File: src/rtl/flash_rom_ctrl.sv
// ============================================================================
// Module   : flash_rom_ctrl
// Purpose  : Parallel NOR flash read controller for the ECO32 bus. Optional
//            one-entry word cache is enabled with the ROM_CACHE_EN macro.
// Revision : 1.0 - initial release
// ============================================================================
`default_nettype none

module flash_rom_ctrl #(
    parameter int ADDR_W      = 24,
    parameter int WAIT_CYCLES = 6,
    parameter int PAGE_WAIT   = 6,
    parameter int SWAP        = 1
) (
    input  logic              clk,
    input  logic              reset,
    input  logic              en,
    input  logic              wr,
    input  logic [1:0]        size,
    input  logic [ADDR_W-1:0] addr,
    output logic [31:0]       data_out,
    output logic              wt,
    output logic              wr_err,
    input  logic              spi_en,
    output logic              ce_n,
    output logic              oe_n,
    output logic              we_n,
    output logic              byte_n,
    output logic [ADDR_W-1:0] a,
    input  logic [15:0]       d
);

    localparam int MAX_WAIT = (WAIT_CYCLES > PAGE_WAIT) ? WAIT_CYCLES : PAGE_WAIT;
    localparam int CNT_W    = (MAX_WAIT > 1) ? $clog2(MAX_WAIT) : 1;

    localparam logic [CNT_W-1:0] c_CNT_FIRST = CNT_W'(WAIT_CYCLES - 1);
    localparam logic [CNT_W-1:0] c_CNT_PAGE  = CNT_W'(PAGE_WAIT - 1);

    localparam logic [1:0] c_IDLE  = 2'd0;
    localparam logic [1:0] c_WAIT1 = 2'd1;
    localparam logic [1:0] c_WAIT2 = 2'd2;
    localparam logic [1:0] c_DONE  = 2'd3;

    logic [1:0]       r_state_q, w_state_d;
    logic [CNT_W-1:0] r_cnt_q,   w_cnt_d;
    logic             r_a1_q,    w_a1_d;
    logic             r_wt_q,    w_wt_d;
    logic             r_wr_err_q, w_wr_err_d;
    logic [31:0]      r_data_q,  w_data_d;

    logic [15:0] w_hw;
    logic        w_cnt_zero;
    logic        w_fetch_word;

    // Normalise the flash halfword so [15:8] is always the lower-addressed byte.
    assign w_hw       = (SWAP != 0) ? {d[7:0], d[15:8]} : d;
    assign w_cnt_zero = (r_cnt_q == '0);

`ifdef ROM_CACHE_EN
    logic              r_cvalid_q, w_cvalid_d;
    logic [ADDR_W-3:0] r_ctag_q,   w_ctag_d;
    logic [31:0]       r_cword_q,  w_cword_d;
    logic              w_hit;

    function automatic logic [31:0] extract(input logic [31:0] word,
                                            input logic [1:0]  sz,
                                            input logic [1:0]  lo);
        logic [15:0] h;
        h = lo[1] ? word[15:0] : word[31:16];
        if (sz[1])
            extract = word;
        else if (sz[0])
            extract = {16'h0, h};
        else
            extract = {24'h0, lo[0] ? h[7:0] : h[15:8]};
    endfunction

    assign w_hit        = r_cvalid_q && (r_ctag_q == addr[ADDR_W-1:2]);
    // Misses always fetch the whole word so the cache can be filled.
    assign w_fetch_word = 1'b1;
`else
    logic [7:0] w_byte;
    assign w_byte       = addr[0] ? w_hw[7:0] : w_hw[15:8];
    assign w_fetch_word = size[1];
`endif

    always_ff @(posedge clk) begin : p_state_reg
        if (reset) begin
            r_state_q  <= c_IDLE;
            r_cnt_q    <= '0;
            r_a1_q     <= 1'b0;
            r_wt_q     <= 1'b1;
            r_wr_err_q <= 1'b0;
            r_data_q   <= '0;
        end else begin
            r_state_q  <= w_state_d;
            r_cnt_q    <= w_cnt_d;
            r_a1_q     <= w_a1_d;
            r_wt_q     <= w_wt_d;
            r_wr_err_q <= w_wr_err_d;
            r_data_q   <= w_data_d;
        end
    end

`ifdef ROM_CACHE_EN
    always_ff @(posedge clk) begin : p_cache_reg
        if (reset) begin
            r_cvalid_q <= 1'b0;
            r_ctag_q   <= '0;
            r_cword_q  <= '0;
        end else begin
            r_cvalid_q <= w_cvalid_d;
            r_ctag_q   <= w_ctag_d;
            r_cword_q  <= w_cword_d;
        end
    end
`endif

    always_comb begin : p_next_state
        w_state_d = r_state_q;
        w_cnt_d   = r_cnt_q;
        case (r_state_q)
            c_IDLE: begin
                if (en) begin
                    if (wr) begin
                        w_state_d = c_DONE;
                    end else if (!spi_en) begin
`ifdef ROM_CACHE_EN
                        if (w_hit) begin
                            w_state_d = c_DONE;
                        end else begin
                            w_state_d = c_WAIT1;
                            w_cnt_d   = c_CNT_FIRST;
                        end
`else
                        w_state_d = c_WAIT1;
                        w_cnt_d   = c_CNT_FIRST;
`endif
                    end
                end
            end
            c_WAIT1: begin
                if (w_cnt_zero) begin
                    if (w_fetch_word) begin
                        w_state_d = c_WAIT2;
                        w_cnt_d   = c_CNT_PAGE;
                    end else begin
                        w_state_d = c_DONE;
                    end
                end else begin
                    w_cnt_d = r_cnt_q - CNT_W'(1);
                end
            end
            c_WAIT2: begin
                if (w_cnt_zero)
                    w_state_d = c_DONE;
                else
                    w_cnt_d = r_cnt_q - CNT_W'(1);
            end
            c_DONE:  w_state_d = c_IDLE;
            default: w_state_d = c_IDLE;
        endcase
    end

    always_comb begin : p_outputs
        w_a1_d     = r_a1_q;
        w_wt_d     = r_wt_q;
        w_wr_err_d = r_wr_err_q;
        w_data_d   = r_data_q;
`ifdef ROM_CACHE_EN
        w_cvalid_d = r_cvalid_q;
        w_ctag_d   = r_ctag_q;
        w_cword_d  = r_cword_q;
`endif
        case (r_state_q)
            c_IDLE: begin
                if (en) begin
                    if (wr) begin
                        w_wt_d     = 1'b0;
                        w_wr_err_d = 1'b1;
                    end else if (!spi_en) begin
`ifdef ROM_CACHE_EN
                        if (w_hit) begin
                            w_wt_d   = 1'b0;
                            w_data_d = extract(r_cword_q, size, addr[1:0]);
                        end else begin
                            w_a1_d = 1'b0;
                        end
`else
                        w_a1_d = size[1] ? 1'b0 : addr[1];
`endif
                    end
                end
            end
            c_WAIT1: begin
                if (w_cnt_zero) begin
`ifdef ROM_CACHE_EN
                    w_a1_d            = 1'b1;
                    w_cword_d[31:16]  = w_hw;
                    w_cvalid_d        = 1'b0;
`else
                    if (size[1]) begin
                        w_a1_d          = 1'b1;
                        w_data_d[31:16] = w_hw;
                    end else begin
                        w_wt_d   = 1'b0;
                        w_data_d = size[0] ? {16'h0, w_hw} : {24'h0, w_byte};
                    end
`endif
                end
            end
            c_WAIT2: begin
                if (w_cnt_zero) begin
                    w_wt_d = 1'b0;
`ifdef ROM_CACHE_EN
                    w_data_d         = extract({r_cword_q[31:16], w_hw}, size, addr[1:0]);
                    w_cword_d[15:0]  = w_hw;
                    w_cvalid_d       = 1'b1;
                    w_ctag_d         = addr[ADDR_W-1:2];
`else
                    w_data_d[15:0] = w_hw;
`endif
                end
            end
            c_DONE: begin
                w_wt_d     = 1'b1;
                w_wr_err_d = 1'b0;
            end
            default: ;
        endcase
`ifdef ROM_CACHE_EN
        // SPI traffic may reprogram the flash, so the cached word is dropped.
        if (spi_en)
            w_cvalid_d = 1'b0;
`endif
    end

    assign data_out = r_data_q;
    assign wt       = r_wt_q;
    assign wr_err   = r_wr_err_q;
    assign ce_n     = spi_en;
    assign oe_n     = spi_en;
    assign we_n     = 1'b1;
    assign byte_n   = 1'b1;
    assign a        = {addr[ADDR_W-1:2], r_a1_q, 1'b0};

endmodule

`default_nettype wire

File: config.mk
export PLATFORM = sky130hd
export DESIGN_NAME = flash_rom_ctrl
export DESIGN_NICKNAME = d
export VERILOG_FILES = /design/src/rtl/flash_rom_ctrl.sv
export SDC_FILE = /design/constraint.sdc
export NUM_CORES = 1
export LEC_CHECK = 0
export BUFFER_PORTS_ARGS = -buffer_cell sky130_fd_sc_hd__buf_4
export CORE_AREA = 2 2 70 72
export CTS_BUF_LIST = sky130_fd_sc_hd__clkbuf_8
export DETAILED_ROUTE_END_ITERATION = 16
export DIE_AREA = 0 0 72 74
export PLACE_DENSITY = 0.81
export SLEW_MARGIN = 40
export SYNTH_ARGS = -nofsm -noshare
export SYNTH_HDL_FRONTEND = slang
export SYNTH_SLANG_ARGS = --single-unit
File: constraint.sdc
create_clock -name clk -period 2.1 [get_ports clk]
set_clock_uncertainty 0.1 [all_clocks]
set_input_delay 0.42 -clock clk [delete_from_list [all_inputs] [get_ports clk]]
set_output_delay 0.42 -clock clk [all_outputs]
set_load 0.01 [all_outputs]
==> results.txt <==
Kind of launch point of the worst setup path: a flip-flop. After detailed routing, the number of vias per cell comes to 5.61. Clock latency on the worst-skew pair, taken at its later pin, is 0.30 ns. The number of hold-slack violations in the final timing report came out at 0.

Classification of the worst setup path: reg -> reg. In the final routed layout, each cell accounts on average for 15.2 um. After floorplanning, the core was divided into 25 placement rows. After detailed placement, the total cell area comes to 2370 sq um. Counting tap cells, the placed design contains a total of 339 instances. The number of H-tree branching levels is 2.

Each instance of the synthesized netlist takes up on average 7.97 sq um. Counting the fill cells in the layout gives 446. The buffering stage count on the worst path with inverters included is 1, and the total power per unit cell area is 1280 nW/um^2. In the synthesized netlist the dominant register cell turns out to be dfxtp_1.

The share of post-route cells with drive strength above 1 was 0.287. In this run the cell area of the synthesized design comes to 2090 sq um. During I/O placement, the number of pins put on the boundary was 109.

TritonCTS built the clock tree. The post-CTS clock slew at the launch and capture registers of the worst setup and hold paths came out at 0.08 ns. The tools report the total global-route track usage as 0.202. Total routed wirelength: 5260 um. The total overflow reported by the global router is 0. The run finished with clean final reports. Cell count after synthesis: 262. The sequential cells in the finished layout cover a total of 801 sq um. Data arrives at the worst endpoint at 2.02 ns. In this run the static leakage power is 0.992 nW. In this run the remaining antenna-violating nets after routing total 0.

Walking the worst path, the cells encountered are inv_1, ha_1, nand2_1, a21o_2, a21oi_1, a311oi_1. For the post-CTS setup buffer count, the log shows 0. Setup repair after global routing left no endpoint under its margin.

The design draws 3.15 mW. The tools report the total inserted antenna cells as 0. In the post-synthesis netlist, the cell with the most instances is a21oi_1.

Input and output buffers added on the ports amount to 61. The maximum clock frequency came out at 0.523 GHz. Sorting the synthesized cells by how often they occur yields a21oi_1 (44), dfxtp_1 (40), buf_4 (30), nand2_1 (27), o21ai_0 (20).

The run gives 0.19 ns as the worst setup slack for register-to-register paths. The async set-reset flop share out of synthesis was 0; the effective utilization at floorplan was 0.454. The x dimension of the die was 72 um; the minimum clock period was 1.91 ns. Initial antenna violation count: 0.

Setup total negative slack on the finished layout was measured at 0 ns. The root buffer cell was clkbuf_8. The logs give 8380 um for the first-pass GRT wire length and 38 for the unique cell type count in the Yosys netlist. The max-slew violation total from the final report was 0. The largest vdd supply drop was 0.704 mV; the via count of the first global-routing pass was 1801. The longest clock path from root to sink contains 2 buffers. Among all stages on the critical path, the largest delay is contributed by dfxtp_1. The wire-length estimate of the detail-placed layout is 3920 um. Summing all multi-input logic gate instances after layout gives 975 sq um.

The run gives 0 as the remaining design rule violation count. The number of DRC markers in iteration 0 came out at 125. The post-route cell area was 2470 sq um. The final clock period utilization by the worst path is 0.910. The run gives 0.190 ns as the smallest setup slack after layout. From synthesis to final layout, the design area changed by 18.3%. The number of buffers created by CTS was 5; the area of the die was 5330 sq um. Clock tree synthesis found a total of 40 sinks. For this run, the number of Yosys warnings is 0. The first TritonRoute pass finished after 5 iterations. The final number of setup-violating endpoints is 0. The sequential share of the synthesized area came out at 0.383. Detailed routing inserted a total of 1946 vias. For this run, the post-layout net count is 345.

Sorting the synthesized cells by area gives the leading types as dfxtp_1 (38%), buf_4 (11%), a21oi_1 (11%). The stage delay of the slowest cell on the critical path came out at 0.39 ns. The number of synthesized flops with an enable pin was 0; the fraction of post-synthesis cell area in the top cell type by area was 0.383. Counting flops and latches in the post-synthesis netlist gives 40.

In this run the worst path has a maximum fanout of 16. The die is 74 um tall. Across the run, the number of max-cap violations was 0. Entering global routing, the biggest net connects 41 pins.

For this run, the number of standard cells in the final layout without fillers is 347. The kind of cell with the highest combined delay along the critical path is compound AO/OA/AOI/OAI gates. The final weighted congestion of routability-driven global placement was 0.797. The tightest min-delay check is of the in -> reg type. The post-placement worst setup slack came out at 0.126 ns.

Cell accounting for the most synthesized area: dfxtp_1. At the worst endpoint, the required time is 2.21 ns. The type of destination of the critical path is a flip-flop.

The floorplan step defined a core boundary enclosing 4600 sq um.
==> report_power, final <==
part	total (mW)	switching, mW	leakage [nW]	internal [mW]
sequential	1.05	0.113	0.326	0.935
clock	0.537	0.272	0.0434	0.266
combinational	1.57	0.918	0.623	0.648
==> per-stage QoR <==
step | utilization | hold WS, ns
floorplan | - | 0.354
global placement | 0.515 | 0.344
detailed placement | 0.515 | 0.345
CTS | 0.537 | 0.301
global route | 0.537 | 0.307
finish | 0.537 | 0.308
==> sequential cells by signal, indices dropped and copies added, names as in the netlist <==
| register | count |
|---|---|
| data_out | 32 |
| r_a1_q | 1 |
| r_cnt_q | 3 |
| r_state_q | 2 |
| wr_err | 1 |
| wt | 1 |
==> logic make-up after synthesis <==
| kind of cell | synth area share |
|---|---|
| other | 0.00360 |
| adder cells (fa/ha/maj) | 0.0359 |
| flip-flops | 0.383 |
| AO/OA/AOI/OAI | 0.244 |
| AND/OR/NAND/NOR | 0.180 |
| buffers and inverters | 0.153 |
==> worst paths after layout <==
path                      from            to  cells past startpoint
hold / removal           d[12]  data_out[20]                      3
setup / recovery  r_state_q[1]   data_out[1]                      6
hold reg to reg   data_out[22]  data_out[22]                      2
setup reg to reg  r_state_q[1]   data_out[1]                      6
==> worst reg2reg max path, cell delays in order (launching register included) <==
cell      delay (ns)
dfxtp_1         0.39
inv_1           0.09
ha_1            0.32
nand2_1         0.22
a21o_2          0.34
a21oi_1         0.12
a311oi_1        0.25
==> routing by layer <==
layer  vias up  GRT usage  part of all wire
li1        952          -                 -
met1       913      0.239              0.41
met2        74      0.347              0.50
met3         7     0.0691             0.077
met4         0     0.0629             0.012
met5         -          0                 0
==> cell type report <==
| type | instances | share of cell area |
|---|---|---|
| clock inverters | 2 | 0.00608 |
| inverters | 9 | 0.0137 |
| well taps | 54 | 0.0274 |
| clock buffers | 6 | 0.0334 |
| repair buffers | 66 | 0.201 |
| flip-flops and latches | 40 | 0.324 |
| multi-input cells | 170 | 0.395 |
==> placed cells by master (no fill, tap or decap), types with 6 or more instances in the layout <==
master,Yosys,routed
o21ai_0,20,20
buf_4,30,66
a311oi_1,10,10
inv_1,9,9
nand2_1,27,27
dfxtp_1,40,40
nand4_1,8,8
ha_1,6,6
nand3_1,17,17
nor2_1,7,6
a21oi_1,44,44
clkbuf_8,0,6
==> repair_timing <==
item / 4_1_cts / 5_1_grt
hold buffers: 0 / 0
setup endpoints to repair: 0 / 8
gates resized for setup: 0 / 1
Power figures use the tool's default switching activity.
